<file path="src/rtl/core2axi_arb_pkg.sv">
// Shared types for the two-port core-to-AXI request arbiter.
package core2axi_arb_pkg;

  localparam int unsigned DATA_W = 32;
  localparam int unsigned BE_W   = 4;

  typedef enum logic [1:0] {
    IDLE = 2'd0,
    HOLD = 2'd1,
    RESP = 2'd2
  } state_t;

  // Requester index: 0 selects s0, 1 selects s1.
  typedef logic port_t;

  function automatic logic [1:0] port_onehot(input port_t p);
    return p ? 2'b10 : 2'b01;
  endfunction

endpackage

</file>
<file path="src/rtl/rr_arb_2.sv">
// Two-request winner select; the port named by ptr wins a tie.
module rr_arb_2
  import core2axi_arb_pkg::*;
(
  input  logic [1:0] req,
  input  port_t      ptr,
  output logic [1:0] gnt_c
);

  always_comb begin
    gnt_c = 2'b00;
    if (ptr == 1'b0) begin
      if (req[0])      gnt_c = 2'b01;
      else if (req[1]) gnt_c = 2'b10;
    end else begin
      if (req[1])      gnt_c = 2'b10;
      else if (req[0]) gnt_c = 2'b01;
    end
  end

endmodule

</file>
<file path="src/rtl/core2axi_arb.sv">
// Arbitrates two core requesters onto one downstream port, one transaction in flight.
// Define CORE2AXI_ARB_RR_EN for round-robin ties; otherwise port 0 always wins ties.
module core2axi_arb
  import core2axi_arb_pkg::*;
#(
  parameter int unsigned ADDR_WIDTH = 32
) (
  input  logic                  clk,
  input  logic                  rst_n,

  input  logic                  s0_req_i,
  input  logic [ADDR_WIDTH-1:0] s0_addr_i,
  input  logic                  s0_we_i,
  input  logic [BE_W-1:0]       s0_be_i,
  input  logic [DATA_W-1:0]     s0_wdata_i,
  output logic                  s0_gnt_o,
  output logic                  s0_rvalid_o,
  output logic [DATA_W-1:0]     s0_rdata_o,

  input  logic                  s1_req_i,
  input  logic [ADDR_WIDTH-1:0] s1_addr_i,
  input  logic                  s1_we_i,
  input  logic [BE_W-1:0]       s1_be_i,
  input  logic [DATA_W-1:0]     s1_wdata_i,
  output logic                  s1_gnt_o,
  output logic                  s1_rvalid_o,
  output logic [DATA_W-1:0]     s1_rdata_o,

  output logic                  m_req_o,
  output logic [ADDR_WIDTH-1:0] m_addr_o,
  output logic                  m_we_o,
  output logic [BE_W-1:0]       m_be_o,
  output logic [DATA_W-1:0]     m_wdata_o,
  input  logic                  m_gnt_i,
  input  logic                  m_rvalid_i,
  input  logic [DATA_W-1:0]     m_rdata_i
);

  state_t     state_q, state_d;
  port_t      owner_q, owner_d;
  port_t      prio;
  port_t      win;
  port_t      sel;
  logic [1:0] win_oh;
  logic [1:0] gnt_oh;
  logic [1:0] rvalid_oh;

`ifdef CORE2AXI_ARB_RR_EN
  port_t prio_q, prio_d;

  // Completed owner yields the next tie to the other port.
  always_comb begin
    prio_d = prio_q;
    if (state_q == RESP && m_rvalid_i) prio_d = ~owner_q;
  end

  always_ff @(posedge clk or negedge rst_n) begin
    if (!rst_n) prio_q <= 1'b0;
    else        prio_q <= prio_d;
  end

  assign prio = prio_q;
`else
  assign prio = 1'b0;
`endif

  rr_arb_2 u_arb (
    .req   ({s1_req_i, s0_req_i}),
    .ptr   (prio),
    .gnt_c (win_oh)
  );

  assign win = win_oh[1];

  always_ff @(posedge clk or negedge rst_n) begin
    if (!rst_n) begin
      state_q <= IDLE;
      owner_q <= 1'b0;
    end else begin
      state_q <= state_d;
      owner_q <= owner_d;
    end
  end

  // Grant/rvalid follow the downstream handshake in the same cycle.
  always_comb begin
    state_d   = state_q;
    owner_d   = owner_q;
    sel       = owner_q;
    m_req_o   = 1'b0;
    gnt_oh    = 2'b00;
    rvalid_oh = 2'b00;
    unique case (state_q)
      IDLE: begin
        sel     = win;
        m_req_o = s0_req_i | s1_req_i;
        if (s0_req_i | s1_req_i) begin
          owner_d = win;
          if (m_gnt_i) begin
            gnt_oh  = win_oh;
            state_d = RESP;
          end else begin
            state_d = HOLD;
          end
        end
      end
      HOLD: begin
        m_req_o = 1'b1;
        if (m_gnt_i) begin
          gnt_oh  = port_onehot(owner_q);
          state_d = RESP;
        end
      end
      RESP: begin
        if (m_rvalid_i) begin
          rvalid_oh = port_onehot(owner_q);
          state_d   = IDLE;
        end
      end
      default: state_d = IDLE;
    endcase
    // Handshake outputs stay quiet for the whole reset window.
    if (!rst_n) begin
      m_req_o   = 1'b0;
      gnt_oh    = 2'b00;
      rvalid_oh = 2'b00;
    end
  end

  assign m_addr_o  = sel ? s1_addr_i  : s0_addr_i;
  assign m_we_o    = sel ? s1_we_i    : s0_we_i;
  assign m_be_o    = sel ? s1_be_i    : s0_be_i;
  assign m_wdata_o = sel ? s1_wdata_i : s0_wdata_i;

  assign s0_gnt_o    = gnt_oh[0];
  assign s1_gnt_o    = gnt_oh[1];
  assign s0_rvalid_o = rvalid_oh[0];
  assign s1_rvalid_o = rvalid_oh[1];
  assign s0_rdata_o  = m_rdata_i;
  assign s1_rdata_o  = m_rdata_i;

endmodule

</file>
<file path="config.mk">
export PLATFORM = sky130hd
export DESIGN_NAME = core2axi_arb
export DESIGN_NICKNAME = d
export VERILOG_FILES = /design/src/rtl/core2axi_arb_pkg.sv /design/src/rtl/rr_arb_2.sv /design/src/rtl/core2axi_arb.sv
export SDC_FILE = /design/constraint.sdc
export NUM_CORES = 1
export LEC_CHECK = 0
export CORE_AREA = 2 2 121 123
export CTS_CLUSTER_DIAMETER = 40
export DETAILED_ROUTE_END_ITERATION = 6
export DIE_AREA = 0 0 123 125
export PLACE_DENSITY_LB_ADDON = 0.08
export SYNTH_ARGS = -nofsm -noshare
export SYNTH_HDL_FRONTEND = slang
export SYNTH_SLANG_ARGS = --single-unit
</file>
<file path="constraint.sdc">
create_clock -name clk -period 2.4 [get_ports clk]
set_clock_uncertainty 0.15 [all_clocks]
set_input_delay 0.36 -clock clk [delete_from_list [all_inputs] [get_ports clk]]
set_output_delay 0.36 -clock clk [all_outputs]
set_load 0.02 [all_outputs]
</file>
== Word level (Yosys, flattened, before mapping) ==
Cells that the tools add are included.

* Memory bits (read-only): 0
* Memories kept: 0
* Bits in writable memories: 0
* Logic and storage cells: 34
* Output and inout bits: 138
* Bits in registers: 3
* Latch bits: 0
* Bits of input ports: 176

* Bitwise logic cells: 1
* Divide/modulo/power cells: 0
* Reduce and logical (&&, ||, !) cells: 3
* $add $sub $neg: 0
* Mux-type cells: 23
* Shifts and indexed selects: 0
* Multipliers: 0
* Equal/unequal tests: 5
* Order comparisons: 0

{| class="wikitable"
|+ Operators with widths
! kind !! count
|-
| 32-bit two-way mux || 2
|-
| 2-bit two-way mux || 14
|-
| 2-bit != test, second input constant || 3
|-
| 2-bit case mux with 3 select lines || 1
|-
| 4-bit two-way mux || 1
|-
| 2-bit case mux with 2 select lines || 1
|-
| 1-bit two-way mux || 3
|-
| 3-bit AND reduction || 1
|-
| 2-bit by 1-bit == test with 1-bit output, second input constant || 1
|-
| 2-bit == test, second input constant || 1
|-
| 2-bit logical NOT || 1
|-
| 1-bit case mux with 2 select lines || 1
|-
| 2-bit AND reduction || 1
|-
| 1-bit OR || 1
|}

== Longest topological paths before layout ==
* Word-level depth: 6
* Mapped depth: 4

== Modules after synthesis ==
Synthesis repeated with hierarchy kept, for this count alone.

* Cells, all modules: 170
* Area total of the unflattened synthesis: 1,611.5 um^2

{| class="wikitable"
|+ By module, submodules not included
! module !! cells each !! sequential area each (um^2) !! area an instance (um^2) !! times used
|-
| core2axi_arb || 167 || 75.1 || 1,592.8 || 1
|-
| rr_arb_2 || 3 || 0.0 || 18.8 || 1
|}

== Least setup slack after synthesis ==
No wires, ideal clock.

* Kind: register to output
* From: register state_q[0]
* To: output m_wdata_o[21]
* Buffers on the path: 1
* Data required time: 1,890 ps
* Stages on the path, launching flop included: 5
* Path slack: 312 ps
* Arrival time: 1,578 ps
* Path through: dfrtp_1 nor2_2 mux2i_4 buf_6 mux2_1

* Longest elaborated chain between the ends: 3

{| class="wikitable"
|+ RTL lines
! what !! RTL line !! text
|-
| from (decl) || core2axi_arb.sv:39 || <nowiki>state_t state_q, state_d;</nowiki>
|-
| from (signal assigned) || core2axi_arb.sv:80 || <nowiki>state_q <= state_d;</nowiki>
|-
| 2-bit logical NOT || core2axi_arb.sv:93 || <nowiki>unique case (state_q)</nowiki>
|-
| 1-bit two-way mux || core2axi_arb.sv:93 ||
|-
| 32-bit two-way mux || core2axi_arb.sv:133 || <nowiki>assign m_wdata_o = sel ? s1_wdata_i : s0_wdata_i;</nowiki>
|-
| to (decl) || core2axi_arb.sv:33 || <nowiki>output logic [DATA_W-1:0] m_wdata_o,</nowiki>
|}

No other way between the ends.

== Worst setup path in the final report ==
* From: register state_q[0]
* To: output m_wdata_o[10]

Same word-level chain as after synthesis.

==> implementation parameters <==
Parameter                              Value

Detailed routing
  Number of search-and-repair iterations in the first detailed-routing pass    4
  Detail-routed net length per standard cell    15.18 um
  Post-detailed-route DRC marker count    0
  Overall via count from detail_route    1818
  Final ANT Viol Nets    0
  Via-to-Cell Ratio    3.496
  Number of design-rule violations left by the first detailed-router iteration    13
  Total Routed Length    7.891 mm

Pwr
  PwrDens    592.3 mW/mm^2
  Pleak    1.827 nW
  Total chip power    between 2 and 2.5 mW
  IR drop worst, VDD    0.0002256 V

Global route
  Met3 GRT Util    1.779%
  Total GRT Usage    8.895%
  Global-route wire length before repair    10.43 mm
  Antenna violations before repair    0
  Largest net degree at the start of global routing    14
  Most Used Layer, Global Route    met2
  Total gr overflow    0
  Via count of the first global-routing pass    a little under 2000
  Met2 track demand over resource    17.71%
  Met1 Use GR    8.722%

Logic synthesis
  Most frequently used cell type in the post-synthesis netlist    sky130_fd_sc_hd__buf_4
  Cell count after synthesis    163
  Per-instance average area after synthesis    9.933 sq um
  Net count after synthesis    339
  Synthesized flop and latch total    3
  Main synth FF type    sky130_fd_sc_hd__dfrtp_1
  Dominant cell type by area after synthesis    sky130_fd_sc_hd__mux2_2
  Proportion of synthesized chip area in sequential cells    under 10%
  Syn. warnings    0
  Post-synth cell types    19
  Ys async rst share    100.0%
  Mapped cell area    between 0.0015 and 0.002 sq mm
  Post-synth EDFFs    0
  List of most frequent post-synthesis cells    sky130_fd_sc_hd__buf_4, sky130_fd_sc_hd__mux2_2, sky130_fd_sc_hd__mux2_4
  Fraction of post-synthesis cell area in the top cell type by area    34.08%
  Cell types with the largest area share after synthesis    sky130_fd_sc_hd__mux2_2, sky130_fd_sc_hd__buf_4, sky130_fd_sc_hd__mux2_4

Critical path
  Crit end category    primary output
  Maximum fanout along the worst path    6
  Setup slack on the worst flop-to-flop path    900 ps
  Crit start category    flip-flop
  Data arrival at the endpoint of the critical path    1900 ps
  Highest cell delay on the worst timing path    390 ps
  Crit. Startpoint    state_q[0]
  CP Data Required Time    1890 ps
  Kind of cell adding the most delay to the critical path    multiplexers
  Number of cell instances on the worst register-to-register path    5
  Type of the worst setup path    reg -> out
  Series of cell instances along the critical path    nor2_4, mux2i_4, buf_12, buf_8, clkbuf_16, mux2_2, buf_2
  Capture instance of the worst register-to-register path    owner_q
  Worst path buffer plus inverter count    4
  Reg2reg start    state_q[0]
  Slowest cell on crit path    sky130_fd_sc_hd__dfrtp_1

Cells and area
  Synthesis-to-layout area growth    145.7%
  Net count reported at finish    between 500 and 600
  Ant. Diodes    0
  Layout cells sized above 1    49.40%
  Cell area after layout    0.003979 sq mm
  Number of standard cells in the layout, taps in and fillers out    520

STA
  Fmax    ~410 MHz
  Slew at the pin closest to its max-slew limit    248.1 ps
  Total negative setup slack    -41.01 ps
  Final count of pins violating max slew    0
  Final clock period utilization by the worst path    100.6%
  Worst path setup slack after routing    -13.21 ps
  Number of failing hold endpoints at the final stage    0
  Relative slew margins    83.32%
  Unrepaired setup endpoints after global routing    true
  Number of setup violations in the final report    7
  Final Critical Period    2413 ps

Clocking
  CTS max path bufs    2
  CTS sink cnt    3
  Hold buffer count at cts    0
  CTS Root Buffer Type    sky130_fd_sc_hd__clkbuf_16
  Clock tree from TritonCTS    built
  CTS H-tree depth    1
  Clock buffers created by TritonCTS    3
  Clock Latency Late Sink    220 ps
  Reg clk slew, reported paths    roughly 30 ps

Die
  Cell Rows    44
  Starting utilization of the core area    11.40%
  Die footprint    0.01538 sq mm
  I/O pin count    314
  X dimension of the die    123 um
  Placeable core area    around 0.014 sq mm
  Die span in y    125 um

Placed design
  Total instance count after detailed placement    approximately 500
  Global placement routability congestion    0.7071
  Detailed Place HPWL    5.758 mm
  Area after DPL    0.003562 sq mm
  Count of buffers inserted at the top-level ports    217
  Minimum setup slack after placement    -519.3 ps

Run status
  Run status    complete, but fails checks
  Violated checks    negative setup slack

Hold path
  Hold WC Path Type    in -> async

Run
  Max capacitance violation total    0
## worst max-delay path by stage
| stage | to | slack (ps) | cells after the start |
|---|---|---|---|
| 6_report | m_wdata_o[10] | -10 | 7 |
| 5_1_grt | m_wdata_o[10] | -90 | 7 |
| 3_3_place_gp | m_addr_o[21] | -530 | 6 |
| 3_5_place_dp | m_addr_o[21] | -520 | 6 |
| 2_1_floorplan | m_wdata_o[21] | 310 | 4 |
| 4_1_cts | m_addr_o[30] | -130 | 8 |
## area by class of cell
class	instances	area (sq um)
Timing Repair Buffer	240	2470
Sequential cell	3	75.07
Fill cell	1510	10220
Tap cell	184	230.2
Multi-Input combinational cell	87	1117
Inverter	2	7.507
Clock buffer	4	78.83
## stage by stage
| step | utilization [%] | hold slack (ps) |
|---|---|---|
| 6_report | 28.01 | 335.9 |
| 5_1_grt | 28.01 | 354.7 |
| 4_1_cts | 26.40 | 344.8 |
| 3_5_place_dp | 25.08 | 428.0 |
| 3_3_place_gp | 25.08 | 419.8 |
| 2_1_floorplan | - | -85.59 |
## cells by family (layout without fill, tap and decap cells)
logic type | count (synthesis) | after routing | synth area share [%]
mux | 72 | 72 | 55.02
compound gates | 2 | 2 | 1.005
buf+inv | 73 | 246 | 35.01
simple gates | 13 | 13 | 4.328
flops | 3 | 3 | 4.637
## cells in the final DEF, fill, tap and decap left out, types with 2 or more instances in the layout
cell type                           n
sky130_fd_sc_hd__dlygate4sd2_1      2
sky130_fd_sc_hd__mux2_4            53
sky130_fd_sc_hd__buf_8              5
sky130_fd_sc_hd__nor2_1             4
sky130_fd_sc_hd__buf_6             48
sky130_fd_sc_hd__mux2i_1            2
sky130_fd_sc_hd__buf_16             3
sky130_fd_sc_hd__dlymetal6s2s_1     2
sky130_fd_sc_hd__buf_2             22
sky130_fd_sc_hd__buf_12             3
sky130_fd_sc_hd__clkbuf_16          5
sky130_fd_sc_hd__clkdlybuf4s50_1  144
sky130_fd_sc_hd__nor3_1             2
sky130_fd_sc_hd__mux2_2            15
sky130_fd_sc_hd__inv_1              2
sky130_fd_sc_hd__buf_4              9
sky130_fd_sc_hd__dfrtp_1            3
## registers in the layout, indices dropped and copies added, names as in the netlist
register  count
state_q       2
owner_q       1
## where the power goes
group          internal (mW)  switching [mW]
sequential            0.0615          0.0106
combinational           1.21           0.815
clock                  0.219          0.0424
total                   1.49           0.868
## routing by layer
layer | vias up | routed length [um]
met4 | 0 | 204
met1 | 801 | 2596
li1 | 850 | -
met2 | 140 | 4180
met5 | - | 0
met3 | 27 | 909
## what timing repair did
item / CTS / global route
resized for setup: 333 / 94
gates cloned: 5 / 2
setup buffers: 6 / 3
pin swaps: 1 / 1
endpoints found under the setup margin: 71 / 63
(Power assumes the default switching activity.)
